--- config.mk ---
export PLATFORM = sky130hd
export DESIGN_NAME = pipe_adder
export DESIGN_NICKNAME = d
export VERILOG_FILES = /design/src/rtl/pipe_adder.sv
export SDC_FILE = /design/constraint.sdc
export NUM_CORES = 1
export LEC_CHECK = 0
export BUFFER_PORTS_ARGS = -buffer_cell sky130_fd_sc_hd__buf_2
export CAP_MARGIN = 20
export CORE_ASPECT_RATIO = 1.1
export CORE_MARGIN = 10
export CORE_UTILIZATION = 55
export DETAILED_ROUTE_END_ITERATION = 12
export GPL_ROUTABILITY_DRIVEN = 1
export GPL_TIMING_DRIVEN = 0
export PLACE_DENSITY = 0.83
export SLEW_MARGIN = 15
export SYNTH_ARGS = -nofsm -noshare
export SYNTH_HDL_FRONTEND = slang
export SYNTH_SLANG_ARGS = --single-unit
export TNS_END_PERCENT = 10
--- constraint.sdc ---
create_clock -name clk -period 2.7 [get_ports clk]
set_input_delay 0.54 -clock clk [delete_from_list [all_inputs] [get_ports clk]]
set_output_delay 0.54 -clock clk [all_outputs]
set_load 0.05 [all_outputs]
--- src/rtl/pipe_adder.sv ---
// Pipelined N-bit two's-complement adder with valid/ready streaming ports.
// The carry chain is cut into STAGES chunks, one chunk resolved per register stage.
module pipe_adder #(
    parameter int N      = 8,
    parameter int STAGES = 2,
    parameter int SAT    = 0
) (
    input  logic         clk,
    input  logic         rst,
    input  logic         s_valid,
    output logic         s_ready,
    input  logic [N-1:0] A,
    input  logic [N-1:0] B,
    input  logic         ci,
    output logic         m_valid,
    input  logic         m_ready,
    output logic [N-1:0] S,
    output logic         co,
    output logic         ov
);

    localparam int W = N / STAGES;
    localparam int L = STAGES - 1;

    logic         v_q [STAGES];
    logic         v_d [STAGES];
    logic [N-1:0] a_q [STAGES];
    logic [N-1:0] a_d [STAGES];
    logic [N-1:0] b_q [STAGES];
    logic [N-1:0] b_d [STAGES];
    logic [N-1:0] s_q [STAGES];
    logic [N-1:0] s_d [STAGES];
    logic         c_q [STAGES];
    logic         c_d [STAGES];
    logic         ov_q;
    logic         ov_d;

    logic         src_v [STAGES];
    logic [N-1:0] src_a [STAGES];
    logic [N-1:0] src_b [STAGES];
    logic [N-1:0] src_s [STAGES];
    logic         src_c [STAGES];

    logic [W:0]   part;
    logic         adv;

    assign adv     = ~v_q[L] | m_ready;
    assign s_ready = adv & ~rst;
    assign m_valid = v_q[L];
    assign S       = s_q[L];
    assign co      = c_q[L];
    assign ov      = ov_q;

    // Stage k consumes the register of stage k-1; stage 0 consumes the input port.
    always_comb begin
        src_v[0] = s_valid;
        src_a[0] = A;
        src_b[0] = B;
        src_s[0] = '0;
        src_c[0] = ci;
        for (int k = 1; k < STAGES; k++) begin
            src_v[k] = v_q[k-1];
            src_a[k] = a_q[k-1];
            src_b[k] = b_q[k-1];
            src_s[k] = s_q[k-1];
            src_c[k] = c_q[k-1];
        end
    end

    always_comb begin
        part = '0;
        ov_d = 1'b0;
        for (int k = 0; k < STAGES; k++) begin
            v_d[k] = src_v[k];
            a_d[k] = src_a[k];
            b_d[k] = src_b[k];
            s_d[k] = src_s[k];
            part   = {1'b0, src_a[k][k*W +: W]}
                   + {1'b0, src_b[k][k*W +: W]}
                   + {{W{1'b0}}, src_c[k]};
            s_d[k][k*W +: W] = part[W-1:0];
            c_d[k] = part[W];
        end
        ov_d = (src_a[L][N-1] == src_b[L][N-1])
             & (s_d[L][N-1] != src_a[L][N-1]);
        // Clamp only the sum; co and ov stay unclamped.
        if (SAT != 0 && ov_d) begin
            s_d[L] = src_a[L][N-1] ? {1'b1, {(N-1){1'b0}}}
                                   : {1'b0, {(N-1){1'b1}}};
        end
    end

    always_ff @(posedge clk or posedge rst) begin
        if (rst) begin
            for (int k = 0; k < STAGES; k++) begin
                v_q[k] <= 1'b0;
                a_q[k] <= '0;
                b_q[k] <= '0;
                s_q[k] <= '0;
                c_q[k] <= 1'b0;
            end
            ov_q <= 1'b0;
        end else if (adv) begin
            for (int k = 0; k < STAGES; k++) begin
                v_q[k] <= v_d[k];
                a_q[k] <= a_d[k];
                b_q[k] <= b_d[k];
                s_q[k] <= s_d[k];
                c_q[k] <= c_d[k];
            end
            ov_q <= ov_d;
        end
    end

endmodule

### Yosys cells after proc, flatten, opt, wreduce, memory -nomap -nowiden

Cells that the tools add are included.

| word-level totals | value |
|---|---|
| bits in registers | 33 |
| bits of input ports | 21 |
| output and inout bits | 12 |
| logic and storage cells | 20 |

| cells by class | value |
|---|---|
| $add $sub $neg | 4 |
| equality and inequality tests | 2 |
| bitwise gates (word level) | 5 |

Operator list:

| kind | number |
|---|---|
| adder 4 x 4 -> 5 bit | 2 |
| adder 5 x 1 -> 5 bit | 2 |
| bitwise AND 1 bit | 2 |
| inverter 1 bit | 2 |
| equality test 1 bit | 1 |
| != test 1 bit | 1 |
| OR 1 bit | 1 |

### Longest topological paths before layout

| depth | value |
|---|---|
| depth after elaboration | 4 |
| depth in mapped cells | 6 |
| depth with buffers taken out | 6 |

### Worst setup path before layout

No wires, ideal clock.

| timing | value |
|---|---|
| path type | reg2out |
| start point | register v_q (netlist bit m_valid) |
| end point | output port s_ready |
| arrival | 1.603 ns |
| path slack | 0.557 ns |
| cell stages (with the launch flop) | 4 |
| path buffers | 1 |
| cell sequence | dfrtp_1 nor2b_1 buf_2 nor2_1 |

| on the way | value |
|---|---|
| word-level cells in the longest chain between the ends | 3 |

Ends and longest elaborated chain:

| what | line | text |
|---|---|---|
| start, declared | 25 | `logic v_q [STAGES];` |
| start signal, assigned by index | 105 | `v_q[k] <= v_d[k];` |
| inverter 1 bit | 47 | `assign adv = ~v_q[L] \| m_ready;` |
| OR 1 bit | 47 |  |
| bitwise AND 1 bit | 48 | `assign s_ready = adv & ~rst;` |
| end, declared | 11 | `output logic s_ready,` |

Every way passes these cells.

### Worst setup path after layout

Same ends and word-level chain as after synthesis.

==> results.env <==
STATUS='complete, no violations'
IR_WORST_VDD_mV=0.446
CRITICAL_PATH.MAX_STAGE_DELAY_PS=390
FRACTION_OF_REGISTERS_WITH_ASYNC_SET_OR_RESET_AFTER_SYNTHESIS_PCT=100
CRITICAL_PATH_ARRIVAL_PS=1520
SYNTH.TOP_CELL.AREA_SHARE_PCT=50.5
YS_FF_LATCH=25
TIMING_WORST_SLEW_PIN_VALUE_PS=933
TOTAL_OF_HOLD_BUFFERS_INSERTED_AFTER_CLOCK_TREE_SYNTHESIS=0
POWER-PER-CELL-AREA_nW_PER_UM2=787
DETAIL-ROUTE-ANTENNA-NETS=0
FINAL_HOLD_VIOL_COUNT=0
NNETSFINAL=202
SYNTH.YOSYS.WARNINGS=0
INTERNAL_POWER_uW=650
FLOORPLAN.INITIALDENSITY_PCT=59.4
HOLDCRITSTARTPOINT='B[6]'
FIN_TOTAL_PWR_mW=1.15
INITIAL_ANTENNA_VIOLATION_COUNT=0
SETUP-VIOLATIONS-FINAL=0
GRT_MAX_DEGREE=26
SEQ_AREA_FRAC_SYNTH_PCT=50.5
CTS_BUFFER_DEPTH=2
CRITICAL_PATH_BUF_INV_COUNT=2
POWER.LEAKAGE_nW=0.789
AREA.GROWTH.SYNTH_TO_FINAL_PCT=18.2
CTSROOTBUFFERMASTER='sky130_fd_sc_hd__clkbuf_4'
CRITPATHTOPFAMILY='buffers and inverters'
SLEW_HEADROOM_PCT=37.7
POST_DRT_WL_PER_CELL_UM=13.1
POWER.NET_SWITCHING_uW=502
TIMING.FINAL.MAX_SLEW_VIOLATIONS=0
CLK_PIN_SLEW_WORST_PATHS_PS=140
GROUTE.USAGE.OVERALL_PCT=11.9
DRC_VIOLATION_COUNT_AFTER_ROUTING=0
NUM_VIAS=974
CELL_BY_CELL_TRACE_OF_THE_CRITICAL_PATH='nor2b_1 -> buf_2 -> nor2_1 -> buf_2'
CRITICAL_PATH_DATA_REQUIRED_TIME_PS=2160
DETAILEDROUTE.FIRSTITERATIONVIOLATIONS=31
POST_SYNTH_NUM_CELL_TYPES=22
WORSTHOLDPATHTYPE='in2reg'
DR.PASS1.ITERS=4
LAYOUT_MIN_CYCLE_TIME_PS=2060
DESIGN.CORE.AREA_UM2=2080
NUMBER_OF_SYNTHESIZED_FLOPS_WITH_AN_ENABLE_PIN=0
PLACE.GP.CONGESTION=0.782
TIMING.RR.START='a_d[4]$_DFFE_PP0N_'
VIASPERCELL=4.92
CLOCK_INSERTION_DELAY_WORST_SKEW_PS=320
NUMBER_OF_BUFFERS_INSERTED_DURING_CLOCK_TREE_SYNTHESIS=3
SYNTH_CELLS=134
FLOORPLAN.DIE_AREA_UM2=4550
TRITONCTS='built'
CRITICAL_PATH_SINK_TYPE='primary output'
SEQUENTIALPOWERSHARE_PCT=43.7
DP_HPWL_MM=2.12
SYNTH_AREA_PER_CELL_UM2=9.24
TIMING.MAX_CAP.VIOLATIONS=0
POST-CTS-SETUP-BUFFERS=0
MIN_PERIOD_OVER_PERIOD_PCT=76.2
WORST_SETUP_PATH_START_KIND='flop'
NUM_ANTENNA_CELLS=0
STARTPOINT='m_valid$_DFFE_PP0N_'
RSZ0062_AT_GRT='no'
SYNTH_TOP_CELL_BY_AREA='sky130_fd_sc_hd__dfrtp_1'
MAX_STAGE_DELAY_CELL_WORST_PATH='sky130_fd_sc_hd__dfrtp_1'
CRITICAL-PATH-TOP-CELL-BY-COUNT='sky130_fd_sc_hd__buf_2'
CTSRESIZECOUNT=0
DRT-TOTAL-WL_MM=2.60
NETLIST_AREA_PRE_PLACE_UM2=1240
DRIVE_GT1_SHARE_PCT=23.5
CLOCK-SINKS=25
WORST-PATH-MAX-FANOUT=10
VIAS_IN_THE_FIRST_GLOBAL_ROUTE=1074
GRT_FIRST_PASS_WIRELENGTH_MM=4.52
CELL_ROW_COUNT=17
SYNTH_NETS=165
POWER.SWITCHING_FRACTION_PCT=43.6
GLOBAL_ROUTE.OVERFLOW_TOTAL=0
PLACEMENT.IO_BUFFERS=32
POWER.SHARE.CLOCK_PCT=14.9
TIMING.FMAX_MHz=486
IOS=33
CRITICALPATHCATEGORY='reg2out'
SYNTH_TOP_CELLS_BY_AREA='sky130_fd_sc_hd__dfrtp_1, sky130_fd_sc_hd__nand2_1, sky130_fd_sc_hd__fa_1'
DIE_Y_UM=69.8
FIN_WORST_SKEW_PS=10.2
YS_DOMINANT_REG_CELL='sky130_fd_sc_hd__dfrtp_1'
DIE_X_UM=65.3
COMBINATIONALPOWERSHARE_PCT=41.5
FINAL.SETUP.TNS_PS=0
CTS.HTREE.LEVELS=1
per-stage QoR:
step / hold WS (ps) / worst slack [ps] / instances / utilization, % / instance area, um2
floorplan: 430 / 557 / 134 / - / 1240
global placement: 444 / 740 / 194 / 68.8 / 1430
detailed placement: 453 / 729 / 194 / 68.8 / 1430
CTS: 404 / 624 / 198 / 70.2 / 1460
global route: 409 / 518 / 198 / 70.2 / 1460
finish: 401 / 642 / 198 / 70.2 / 1460
cells by family after synthesis:
logic type,share of synthesized area [%]
muxes,0.808
adders and majority gates,12.5
xor gates and xnor gates,0.707
and+or+nand+nor,20.2
DFF,50.5
AOI/OAI and AO/OA,10.3
buffers and inverters,4.95
power groups by stage:
stage	sequential, mW	combinational, mW	clock [mW]
finish	0.503	0.478	0.171
global route	0.516	0.526	0.190
CTS	0.504	0.484	0.173
detailed placement	0.513	0.481	0
global placement	0.508	0.470	0
floorplan	0.693	0.176	0
routing by layer:
metal / wire length (um) / vias up / global-route usage [%]
met5: 0 / - / 0
met4: 16 / 0 / 1.42
met3: 164 / 4 / 4.35
met2: 1330 / 21 / 22.1
met1: 1090 / 445 / 12.4
li1: - / 504 / -
registers in the layout, summed over array words and instances, names as in the netlist:
signal   cells
c_q          1
ov           1
src_v        1
co           1
a_d          4
b_d          4
s_d          4
S            8
m_valid      1
cell type report:
type | count | area (um2)
clock inverters | 1 | 7.51
clock buffers | 3 | 22.5
repair buffers | 32 | 160
well taps | 28 | 35.0
multi-input cells | 94 | 552
inverters | 10 | 37.5
plain buffers | 5 | 23.8
flip-flops and latches | 25 | 626
fillers | 196 | 621
path summary, 6_finish.rpt:
kind                            slack (ps)            endpoint  cells after the start
worst max register to register        1120    S[5]$_DFFE_PP0N_                      4
worst max-delay path                   640             s_ready                      4
min in group asynchronous              410  s_d[0]$_DFFE_PP0N_                      2
worst min register to register         480    S[4]$_DFFE_PP0N_                      2
max in group asynchronous             1720    S[6]$_DFFE_PP0N_                      2
worst min-delay path                   400  b_d[6]$_DFFE_PP0N_                      3
cells in the final DEF (no fill, tap or decap), drive strengths merged, types with 4 or more instances in the layout:
| master | instances |
|---|---|
| a21oi | 7 |
| buf | 36 |
| clkbuf | 4 |
| dfrtp | 25 |
| fa | 4 |
| ha | 6 |
| inv | 10 |
| nand2 | 44 |
| nor2 | 8 |
| nor2b | 4 |
| o21ai | 6 |
synth_stat cells, types with 2 or more instances:
master and number:
sky130_fd_sc_hd__a211oi_1 2, sky130_fd_sc_hd__a21boi_0 2, sky130_fd_sc_hd__a21oi_1 7, sky130_fd_sc_hd__buf_2 4
sky130_fd_sc_hd__dfrtp_1 25, sky130_fd_sc_hd__fa_1 4, sky130_fd_sc_hd__ha_1 6, sky130_fd_sc_hd__inv_1 10
sky130_fd_sc_hd__nand2_1 44, sky130_fd_sc_hd__nand2b_1 2, sky130_fd_sc_hd__nand3_1 2, sky130_fd_sc_hd__nor2_1 8
sky130_fd_sc_hd__nor2b_1 4, sky130_fd_sc_hd__o21ai_0 6
worst min-delay path, delay by kind of cell:
| kind | cells | cell delay [ps] |
|---|---|---|
| buffers and inverters | 1 | 70 |
| and+or+nand+nor | 2 | 90 |
No activity file was read; power rests on OpenSTA's default activity.
